`src/rtl/memory_stage_ctrl.sv`:
```
// Y86-64 memory stage: one data-memory access per instruction over req/ack, bounds check, halt on exception.
// Optional MEM_ALIGN_CHECK_EN: misaligned addresses are reported as ADR instead of being issued.
module memory_stage_ctrl #(
  parameter int unsigned MEM_BYTES = 8192
) (
  input  logic        clk,
  input  logic        rst_n,
  input  logic        e_valid,
  output logic        e_ready,
  input  logic [3:0]  e_icode,
  input  logic [2:0]  e_stat,
  input  logic [63:0] e_valE,
  input  logic [63:0] e_valA,
  input  logic [63:0] e_valP,
  output logic        mem_req,
  output logic        mem_we,
  output logic [63:0] mem_addr,
  output logic [63:0] mem_wdata,
  input  logic        mem_ack,
  input  logic [63:0] mem_rdata,
  input  logic        mem_err,
  output logic        m_valid,
  input  logic        m_ready,
  output logic [3:0]  m_icode,
  output logic [2:0]  m_stat,
  output logic [63:0] m_valE,
  output logic [63:0] m_valM
);

  localparam logic [2:0]  STAT_AOK  = 3'd1;
  localparam logic [2:0]  STAT_ADR  = 3'd3;
  localparam logic [63:0] LAST_ADDR = 64'(MEM_BYTES - 8);

  typedef enum logic [1:0] {IDLE, REQ, OUT, HALT} state_t;

  state_t      state_q;
  logic        req_q, we_q, valid_q;
  logic [63:0] addr_q, wdata_q, vale_q, valm_q;
  logic [3:0]  icode_q;
  logic [2:0]  stat_q;

  logic        acc_d, wr_d, oob_d;
  logic [63:0] addr_d, wdata_d;

  // Access decode of the incoming instruction.
  always_comb begin
    acc_d   = 1'b0;
    wr_d    = 1'b0;
    addr_d  = 64'd0;
    wdata_d = 64'd0;
    unique case (e_icode)
      4'h4: begin acc_d = 1'b1; wr_d = 1'b1; addr_d = e_valE; wdata_d = e_valA; end
      4'h5: begin acc_d = 1'b1;              addr_d = e_valE; end
      4'hA: begin acc_d = 1'b1; wr_d = 1'b1; addr_d = e_valE; wdata_d = e_valA; end
      4'hB: begin acc_d = 1'b1;              addr_d = e_valA; end
      4'h8: begin acc_d = 1'b1; wr_d = 1'b1; addr_d = e_valE; wdata_d = e_valP; end
      4'h9: begin acc_d = 1'b1;              addr_d = e_valA; end
      default: ;
    endcase
`ifdef MEM_ALIGN_CHECK_EN
    oob_d = (addr_d > LAST_ADDR) || (addr_d[2:0] != 3'd0);
`else
    oob_d = (addr_d > LAST_ADDR);
`endif
  end

  always_ff @(posedge clk or negedge rst_n) begin
    if (!rst_n) begin
      state_q <= IDLE;
      req_q   <= 1'b0;
      we_q    <= 1'b0;
      addr_q  <= 64'd0;
      wdata_q <= 64'd0;
      valid_q <= 1'b0;
      icode_q <= 4'd0;
      stat_q  <= STAT_AOK;
      vale_q  <= 64'd0;
      valm_q  <= 64'd0;
    end else begin
      unique case (state_q)
        IDLE: begin
          if (e_valid) begin
            icode_q <= e_icode;
            vale_q  <= e_valE;
            valm_q  <= 64'd0;
            if (e_stat != STAT_AOK) begin
              stat_q  <= e_stat;
              valid_q <= 1'b1;
              state_q <= OUT;
            end else if (!acc_d || oob_d) begin
              stat_q  <= acc_d ? STAT_ADR : STAT_AOK;
              valid_q <= 1'b1;
              state_q <= OUT;
            end else begin
              stat_q  <= STAT_AOK;
              req_q   <= 1'b1;
              we_q    <= wr_d;
              addr_q  <= addr_d;
              wdata_q <= wdata_d;
              state_q <= REQ;
            end
          end
        end
        REQ: begin
          if (mem_ack) begin
            req_q <= 1'b0;
            if (!we_q) valm_q <= mem_rdata;
            if (mem_err) stat_q <= STAT_ADR;
            valid_q <= 1'b1;
            state_q <= OUT;
          end
        end
        OUT: begin
          if (m_ready) begin
            valid_q <= 1'b0;
            state_q <= (stat_q != STAT_AOK) ? HALT : IDLE;
          end
        end
        HALT: ;
        default: state_q <= HALT;
      endcase
    end
  end

  // e_ready depends on state only, so there is no path from m_ready back upstream.
  assign e_ready   = (state_q == IDLE);
  assign mem_req   = req_q;
  assign mem_we    = we_q;
  assign mem_addr  = addr_q;
  assign mem_wdata = wdata_q;
  assign m_valid   = valid_q;
  assign m_icode   = icode_q;
  assign m_stat    = stat_q;
  assign m_valE    = vale_q;
  assign m_valM    = valm_q;

endmodule

```
`config.mk`:
```
export PLATFORM = sky130hd
export DESIGN_NAME = memory_stage_ctrl
export DESIGN_NICKNAME = d
export VERILOG_FILES = /design/src/rtl/memory_stage_ctrl.sv
export SDC_FILE = /design/constraint.sdc
export NUM_CORES = 1
export LEC_CHECK = 0
export CORE_AREA = 4 4 207 209
export DETAILED_ROUTE_END_ITERATION = 10
export DIE_AREA = 0 0 211 213
export PLACE_DENSITY = 0.72
export SLEW_MARGIN = 20
export SYNTH_ARGS = -nofsm -noshare
export SYNTH_HDL_FRONTEND = slang
export SYNTH_SLANG_ARGS = --single-unit
```
`constraint.sdc`:
```
create_clock -name clk -period 2.3 [get_ports clk]
set_clock_uncertainty 0.15 [all_clocks]
set_input_delay 0.345 -clock clk [delete_from_list [all_inputs] [get_ports clk]]
set_output_delay 0.345 -clock clk [all_outputs]
set_load 0.005 [all_outputs]
```
## Word-level counts from Yosys, hierarchy flattened

Cells that the tools add are included.

- Bits in registers: 268
- Input port bits: 269
- Output and inout bits: 267
- Word-level logic and storage cells: 81

- $lt $le $gt $ge: 1
- Eq/ne operators: 18
- Mux-type cells: 33
- Bitwise operators: 2
- Reductions and logical operators: 17

Operator list:

| operator | count |
|---|---|
| one-hot mux 64 bit (2 select lines) | 3 |
| 2-to-1 mux 64 bit | 3 |
| > comparator 64 x 13 -> 1 bit, second input constant | 1 |
| equality test 4 bit, second input constant | 4 |
| 2-to-1 mux 2 bit | 8 |
| AND reduction 4 bit | 4 |
| inequality test 2 bit, second input constant | 7 |
| 2-to-1 mux 3 bit | 4 |
| 2-to-1 mux 1 bit | 11 |
| AND reduction 5 bit | 2 |
| inequality test 3 x 1 -> 1 bit, second input constant | 3 |
| equality test 4 x 3 -> 1 bit, second input constant | 2 |
| one-hot mux 2 bit (3 select lines) | 1 |
| one-hot mux 3 bit (2 select lines) | 1 |
| OR reduction 6 bit | 1 |
| OR reduction 2 bit | 2 |
| OR reduction 4 bit | 1 |
| one-hot mux 1 bit (3 select lines) | 1 |
| nonzero test 3 bit | 1 |
| OR reduction 3 bit | 1 |
| equality test 2 x 1 -> 1 bit, second input constant | 1 |
| equality test 2 bit, second input constant | 1 |
| zero test 2 bit | 1 |
| inverter 1 bit | 2 |
| other kinds (5) | 5 |

## Longest topological paths before layout

Gate-level depths: netlist (run 1).

- Depth in word-level cells: 9
- Gate-level depth with buffers: 11

## Worst setup path after synthesis (run 1)

Ideal clock, no wire load.

- Kind: input-to-reg
- From: in e_icode[2]
- To: reg addr_q[0], in the netlist mem_addr[0]
- Library setup time: 0.125 ns
- Arrival: 2.326 ns
- Required time: 2.025 ns
- Setup slack: -0.301 ns
- Cell stages on the path: 11
- Path buffers: 5
- Path through: buf_2 > and3b_1 > buf_6 > a21oi_1 > a21oi_1 > and4_1 > buf_4 > nor4_4 > buf_6 > buf_12 > mux2_4

- Longest elaborated chain between the ends: 7
- Elaborated cells between the ends (all ways): 16
- Those cells by class: order compare (1); eq/ne (6); mux (2); bitwise (1); reduce/logical (6)

RTL lines:

| item | line | text |
|---|---|---|
| start: declaration | 10 | `input logic [3:0] e_icode,` |
| equality test 4 bit or equality test 4 x 3 -> 1 bit (tied branches) | 51 | `unique case (e_icode)` |
| OR reduction 4 bit (no source line) (tied with other cells) | -- |  |
| one-hot mux 64 bit (2 select lines) or 2-to-1 mux 1 bit (tied branches) | 51 |  |
| > comparator 64 x 13 -> 1 bit or zero test 1 bit (tied branches) | 63, 90 |  |
| logical OR 1 bit | 90 | `end else if (!acc_d \|\| oob_d) begin` |
| inverter 1 bit (no source line) | -- |  |
| AND reduction 4 bit (no source line) | -- |  |
| end signal: assignment | 98 | `addr_q <= addr_d;` |
| end: declaration | 38 | `logic [63:0] addr_q, wdata_q, vale_q, valm_q;` |

Parallel ways exist; a longest one is shown, timed or not.
A chain may end at the register's enable or synchronous reset.

## Final worst setup path (run 1)

- From: in e_valE[38]
- To: reg wdata_q[30], in the netlist mem_wdata[30]

- Longest elaborated chain between the ends: 5

RTL lines:

| item | line | text |
|---|---|---|
| start: declaration | 12 | `input logic [63:0] e_valE,` |
| one-hot mux 64 bit (2 select lines) | 51 |  |
| > comparator 64 x 13 -> 1 bit | 63 | `oob_d = (addr_d > LAST_ADDR);` |
| logical OR 1 bit | 90 |  |
| inverter 1 bit (no source line) | -- |  |
| AND reduction 4 bit (no source line) | -- |  |
| end signal: assignment | 99 | `wdata_q <= wdata_d;` |
| end: declaration | 38 |  |

No other way between the ends.

==> results_dict.tcl, run 1 <==
set metrics [dict create \
    final_util_pct 51.6 \
    hp-class "input port to flop" \
    synth_edf_count 0 \
    ant_nets 0 \
    synth_nets 1202 \
    cts_buffers 34 \
    ff2ff_path_depth 10 \
    hold_violations 0 \
    cp_max_fo 8 \
    gp_congestion 0.898 \
    seq_area_frac_synth_pct 58.2 \
    core_area_um2 40800 \
    cp_slowest_cell "o41ai_4" \
    die_h_um 213 \
    rsz0062_at_grt "true" \
    p_int_mw 13.6 \
    slew_viol_final 0 \
    dr_total_vias 10500 \
    track_usage_pct 19.6 \
    drive_gt1_share_pct 29.3 \
    crit_buf_inv 6 \
    cts_sinks 268 \
    synth_ff_type "dfrtp_1" \
    syn-cell-area_um2 11500 \
    top_usage_layer "met2" \
    grt_pass1_wl_um 68000 \
    fin_ws_ns -0.227 \
    end_kind "flop" \
    start_util_pct 28.2 \
    violations "setup timing" \
    async_reset_ff_share_pct 100 \
    max_freq_mhz 396 \
    outcome "complete, but fails checks" \
    power_density_nw_per_um2 928 \
    antenna_found_initial 3 \
    nNetsFinal 1937 \
    met2_usage_pct 34.5 \
    sw_frac_of_total_pct 30.3 \
    post_drt_wl_per_cell_um 21.2 \
    drc 0 \
    grt_util_met3_pct 6.32 \
    syn_inst 929 \
    path_class "input port to flop" \
    tightest_slew_ns 0.539 \
    use_met1_pct 22.5 \
    reg2reg_slack_ns 0.14 \
    crit_family "buffers and inverters" \
    p_leak_nw 9.62 \
    gr-total-overflow 0 \
    p_comb_share_pct 38.8 \
    via_per_inst 4.73 \
    grt_pass1_vias 11200 \
    yosysUniqueCellTypes 46 \
    die_width_um 211 \
    cts_max_path_buffers 3 \
    rows 74 \
    root_buffer "clkbuf_16" \
    tns_ns -17.11 \
    dieArea_um2 44900 \
    p_sw_mw 5.93 \
    drt_pass1_iterations 5 \
    fin_crit_sh_pct 110 \
    cp.arrival_ns 2.77 \
    cts_max_level 2 \
    grt_max_degree 75 \
    drtIter0Drc 589 \
    p_seq_share_pct 34.3 \
    clk_latency_ns 0.52 \
    r2r-start "state_q[1]" \
    cts.reportedPaths.clkPinSlew_ns 0.06 \
    slowest_delay_ns 0.37 \
    fin_crit_ns 2.53 \
    wirelength_um 47200 \
    crit_required_ns 2.54 \
    ir_drop_mv 0.623 \
    r2r_end "m_valM[41]" \
    io_pins 536 \
    max_slew_margin_pct 63.8 \
    path_cells "buf_8 -> nor4_4 -> buf_4 -> nand4_1 -> o41ai_4 -> buf_4 -> o21ai_4 -> nor4_4 -> buf_6 -> buf_12 -> clkbuf_16 -> mux2_4" \
    dp_hpwl_um 34200 \
    cp_num_cells 12 \
    crit_end "mem_wdata[30]" \
    synth_warnings 0 \
    p_clk_share_pct 26.9 \
    cts_tree "built" \
    postSynthAreaPerCell_um2 12.4 \
    ys_seq_elements 268 \
    area_growth_pct 82.8 \
    cap_viol_max_count 0 \
    startpoint "e_valE[38]" \
    final-setup-viol-count 128 \
    p_total_mw 19.6 \
    start_kind "input port" \
    port-buffer-count 535 \
]
through the flow:
stage / std cells / cell area (um2) / worst slack, ns / hold WS [ns]
final: 2222 / 21100 / -0.227 / 0.0189
after global routing: 2222 / 21100 / -0.305 / 0.00254
after CTS: 2187 / 20500 / -0.341 / 0.0173
after detailed placement: 2104 / 18700 / -1.61 / 0.125
after global placement: 2104 / 18700 / -1.53 / 0.118
after floorplan: 929 / 11600 / -0.168 / -0.101
registers in the layout (all words and copies together) (netlist names):
register	flops
m_icode	4
m_valE	64
mem_wdata	64
state_q	2
mem_we	1
mem_addr	64
mem_req	1
m_valid	1
m_valM	64
m_stat	3
cell type report:
cell class | instances | area, um2
Antenna cell | 1 | 2.50
Timing Repair Buffer | 760 | 7650
Multi-Input combinational cell | 589 | 4900
Clock inverter | 9 | 82.6
Sequential cell | 268 | 6710
Tap cell | 532 | 666
Inverter | 11 | 41.3
Clock buffer | 52 | 1030
Fill cell | 3454 | 19800
cells in the mapped netlist, types with 2 or more instances:
cell	number	share of area [%]
ha_1	4	0.43
mux2_2	87	8.5
nand3_1	16	0.69
nand2_1	150	4.9
buf_12	5	0.87
a211oi_1	5	0.33
buf_2	8	0.35
nor2_1	9	0.29
or3_1	2	0.11
nor4_1	27	1.5
buf_4	5	0.33
a21oi_1	58	2.5
mux2_4	56	7.3
mux2i_1	4	0.35
o32a_1	2	0.17
inv_1	11	0.36
clkbuf_1	39	1.3
nor3_1	6	0.26
nor2b_1	55	3.0
dfrtp_1	267	58
nor4bb_1	3	0.26
a22o_1	69	5.2
nand4_1	4	0.22
nor3b_4	2	0.33
and4b_1	3	0.26
o21ai_0	9	0.39
buf_6	2	0.20
o211ai_1	3	0.20
worst min path at each step:
stage	depth (start not counted)	end	from	slack [ns]
floorplan	0	m_icode[0]	rst_n	-0.10
global placement	1	m_valE[45]	rst_n	0.12
detailed placement	1	m_valE[25]	rst_n	0.12
CTS	2	m_valE[55]	e_valE[55]	0.02
global route	2	m_valE[22]	e_valE[22]	0.003
finish	2	m_valE[22]	e_valE[22]	0.02
layer usage:
metal  up-vias  part of all wire (%)
li1       4770                     -
met1      5178                    38
met2       461                    50
met3        94                   8.7
met4         2                   3.3
met5         -                 0.028
worst reg2reg max path: stages (launching register included):
cell and delay (ns):
dfrtp_1 0.38, inv_2 0.07, ha_4 0.18, nor2b_1 0.16
o21bai_2 0.24, buf_12 0.15, nor3_4 0.14, buf_4 0.15
buf_12 0.15, nand2_1 0.14, a21oi_1 0.16
kinds of logic after synthesis:
family,synth area share [%]
simple gates,12.2
flops,58.2
compound gates,9.53
mux,16.1
buf+inv,3.53
fa+ha+maj,0.434
power by group through the flow:
stage                     Sequential, mW  Combinational, mW  Clock (mW)
after floorplan                     6.77               2.65           0
after global placement              6.68               7.14           0
after detailed placement            6.76               7.26           0
after CTS                           6.70               7.41        5.41
after global routing                6.86               8.16        5.58
final                               6.70               7.59        5.26
cells in the final DEF, fill, tap and decap left out, types with 4 or more instances in the layout:
cell type	netlist	routed
a21oi_1	58	58
a22o_1	69	69
buf_12	5	18
buf_16	0	5
buf_4	5	157
buf_6	2	11
buf_8	1	17
clkbuf_1	39	8
clkbuf_16	0	41
clkbuf_2	0	12
clkbuf_8	0	9
clkdlybuf4s15_1	0	9
clkdlybuf4s50_1	0	444
clkinv_2	0	4
dfrtp_1	267	267
dlygate4sd2_1	0	29
dlygate4sd3_1	0	14
dlymetal6s2s_1	0	34
inv_1	11	9
mux2_2	87	69
mux2_4	56	74
mux2i_1	4	4
nand2_1	150	148
nand3_1	16	15
nand4_1	4	4
nor2_1	9	6
nor2b_1	55	41
nor2b_2	0	10
nor2b_4	0	4
nor4_2	0	20
nor4_4	1	5
o21ai_0	9	5
timing repair:
item | CTS | global route
buffers inserted | 16 | 18
resized for setup | 170 | 117
gates cloned | 5 | 8
hold buffers | 4 | 10
endpoints found under the hold margin | 197 | 10
setup endpoints to repair | 151 | 169
pin swaps | 32 | 36
Note: power is estimated with default switching activity, not from simulation.
==> run 2, diff against run 1 <==
--- a/config.mk
+++ b/config.mk
@@ -5,10 +5,12 @@
 export SDC_FILE = /design/constraint.sdc
 export NUM_CORES = 1
 export LEC_CHECK = 0
-export CORE_AREA = 4 4 207 209
+export CAP_MARGIN = 20
+export CORE_AREA = 4 4 208 210
 export DETAILED_ROUTE_END_ITERATION = 10
-export DIE_AREA = 0 0 211 213
-export PLACE_DENSITY = 0.72
+export DIE_AREA = 0 0 212 214
+export PLACE_DENSITY = 0.69
+export SKIP_LAST_GASP = 1
 export SLEW_MARGIN = 20
 export SYNTH_ARGS = -nofsm -noshare
 export SYNTH_HDL_FRONTEND = slang
==> constraint.sdc (replaced) <==
create_clock -name clk -period 2.95 [get_ports clk]
set_clock_uncertainty 0.15 [all_clocks]
set_input_delay 0.4425 -clock clk [delete_from_list [all_inputs] [get_ports clk]]
set_output_delay 0.4425 -clock clk [all_outputs]
set_load 0.005 [all_outputs]
==> results_dict.tcl, run 2 (synthesis gave the netlist of run 1 again) <==
set metrics [dict create \
    outcome "completed" \
    root_buffer "clkbuf_16" \
    hold_violations 0 \
    track_usage_pct 18.2 \
    die_width_um 212 \
    mostFrequentLayoutCells "clkdlybuf4s50_1 (533), dfrtp_1 (267), nand2_1 (149), buf_4 (114), mux2_2 (87)" \
    wirelength_um 43800 \
    path_class "input port to flop" \
    end_kind "flop" \
    power_density_nw_per_um2 742 \
    start_kind "input port" \
    clk_latency_ns 0.55 \
    via_per_inst 4.65 \
    cts_max_path_buffers 3 \
    drtIter0Drc 498 \
    tightest_slew_ns 0.708 \
    grt_max_degree 81 \
    fin_ws_ns 0.0783 \
    cp_max_fo 8 \
    antenna_found_initial 2 \
    p_leak_nw 8.55 \
    cts_tree "built" \
    nNetsFinal 1836 \
    fin_crit_sh_pct 97.3 \
    r2r-start "state_q[1]" \
    cp.arrival_ns 3.20 \
    cts_buffers 30 \
    dp_hpwl_um 34000 \
    cts_max_level 1 \
    place_ws_ns -0.568 \
    final_area_um2 19400 \
    start_util_pct 27.7 \
    ant_nets 0 \
    grt_pass1_vias 10700 \
    r2r_end "m_valM[22]" \
    core_area_um2 41600 \
    gp_congestion 0.875 \
    gr-total-overflow 0 \
    rows 75 \
    grt_pass1_wl_um 65200 \
    port-buffer-count 535 \
    cts.reportedPaths.clkPinSlew_ns 0.06 \
    hp-class "input port to flop" \
    fin_crit_ns 2.87 \
    drt_pass1_iterations 5 \
    reg2reg_slack_ns 0.31 \
    io_pins 536 \
    slew_viol_final 0 \
    cts_sinks 268 \
    drc 0 \
    drive_gt1_share_pct 21.0 \
    ff2ff_path_depth 8 \
    startpoint "e_valE[50]" \
    post_drt_wl_per_cell_um 20.6 \
    max_slew_margin_pct 52.8 \
    dr_total_vias 9899 \
    crit_required_ns 3.28 \
    dieArea_um2 45400 \
    die_h_um 214 \
    final-setup-viol-count 0 \
    placed_area_um2 18300 \
    max_freq_mhz 348 \
    final_common_cell "clkdlybuf4s50_1" \
    ir_drop_mv 0.609 \
    cap_viol_max_count 0 \
    area_growth_pct 68.4 \
    crit_end "mem_addr[4]" \
]
## run 2: changes by cell type in the layout (fill, tap and decap cells not counted), sizes merged, moves of 10 or more
cell / change
buf: -84
clkdlybuf4s50: +89
dlymetal6s2s: -33
dlygate4sd2: -29
dlygate4sd3: -13
clkbuf: -22
clkdlybuf4s15: -10
## run 2: critical path, stage by stage
cell and delay [ns]:
clkdlybuf4s50_1 0.48, nor4_1 0.32, buf_4 0.16, nand4_1 0.11, o41ai_2 0.38, buf_4 0.17
o21ai_1 0.11, nor4_4 0.17, buf_4 0.16, buf_12 0.14, buf_4 0.17, buf_4 0.17
mux2i_1 0.19
## run 2: timing repair
action,CTS,global route
cloned,0,1
endpoints found under the setup margin,79,114
hold endpoints to repair,69,0
resized for setup,1,4
pin swaps,0,1
hold buffers,1,0
setup buffers,0,2
## run 2: layout make-up
type	instances	area, um2
fill	3730	22200
sequential	268	6710
timing repair buffer	663	6490
multi-input combinational	589	4480
clock buffer	47	926
tap	539	674
clock inverter	8	96.3
inverter	11	41.3
antenna	2	5.00
## run 2: power by group
group	total, mW	internal [mW]	switching [mW]
Combinational	5.38	3.10	2.28
Sequential	5.23	4.68	0.552
Clock	3.79	2.31	1.48
Total	14.4	10.1	4.31
## run 2: metrics by stage
| step | util [%] | setup TNS (ns) | power [mW] | std cells | hold WS (ns) |
|---|---|---|---|---|---|
| final | 46.7 | 0 | 14.4 | 2127 | 0.262 |
| after CTS | 46.6 | 0 | 14.6 | 2122 | 0.237 |
| after global routing | 46.7 | -0.0321 | 15.2 | 2127 | 0.261 |
| after floorplan | - | 0 | 7.33 | 929 | -0.00309 |
| after detailed placement | 44.1 | -66.56 | 10.7 | 2066 | 0.313 |
| after global placement | 44.1 | -65.14 | 10.5 | 2066 | 0.305 |
## run 2: metal layers
| layer | wire length [um] | track usage [%] | up-vias |
|---|---|---|---|
| met5 | 0 | 0 | - |
| met1 | 16900 | 20.9 | 4869 |
| met2 | 21800 | 32.1 | 410 |
| met3 | 3830 | 5.74 | 67 |
| met4 | 1300 | 5.92 | 0 |
| li1 | - | - | 4553 |
## run 2: worst min-delay path by stage
stage,start,end,slack (ns),cells past startpoint
detailed placement,m_valM[60],m_valM[60],0.31,2
finish,e_icode[3],m_icode[3],0.26,2
global placement,m_valM[55],m_valM[55],0.31,2
floorplan,rst_n,m_icode[0],-0.003,0
global route,mem_rdata[13],m_valM[13],0.26,3
CTS,mem_rdata[6],m_valM[6],0.24,3
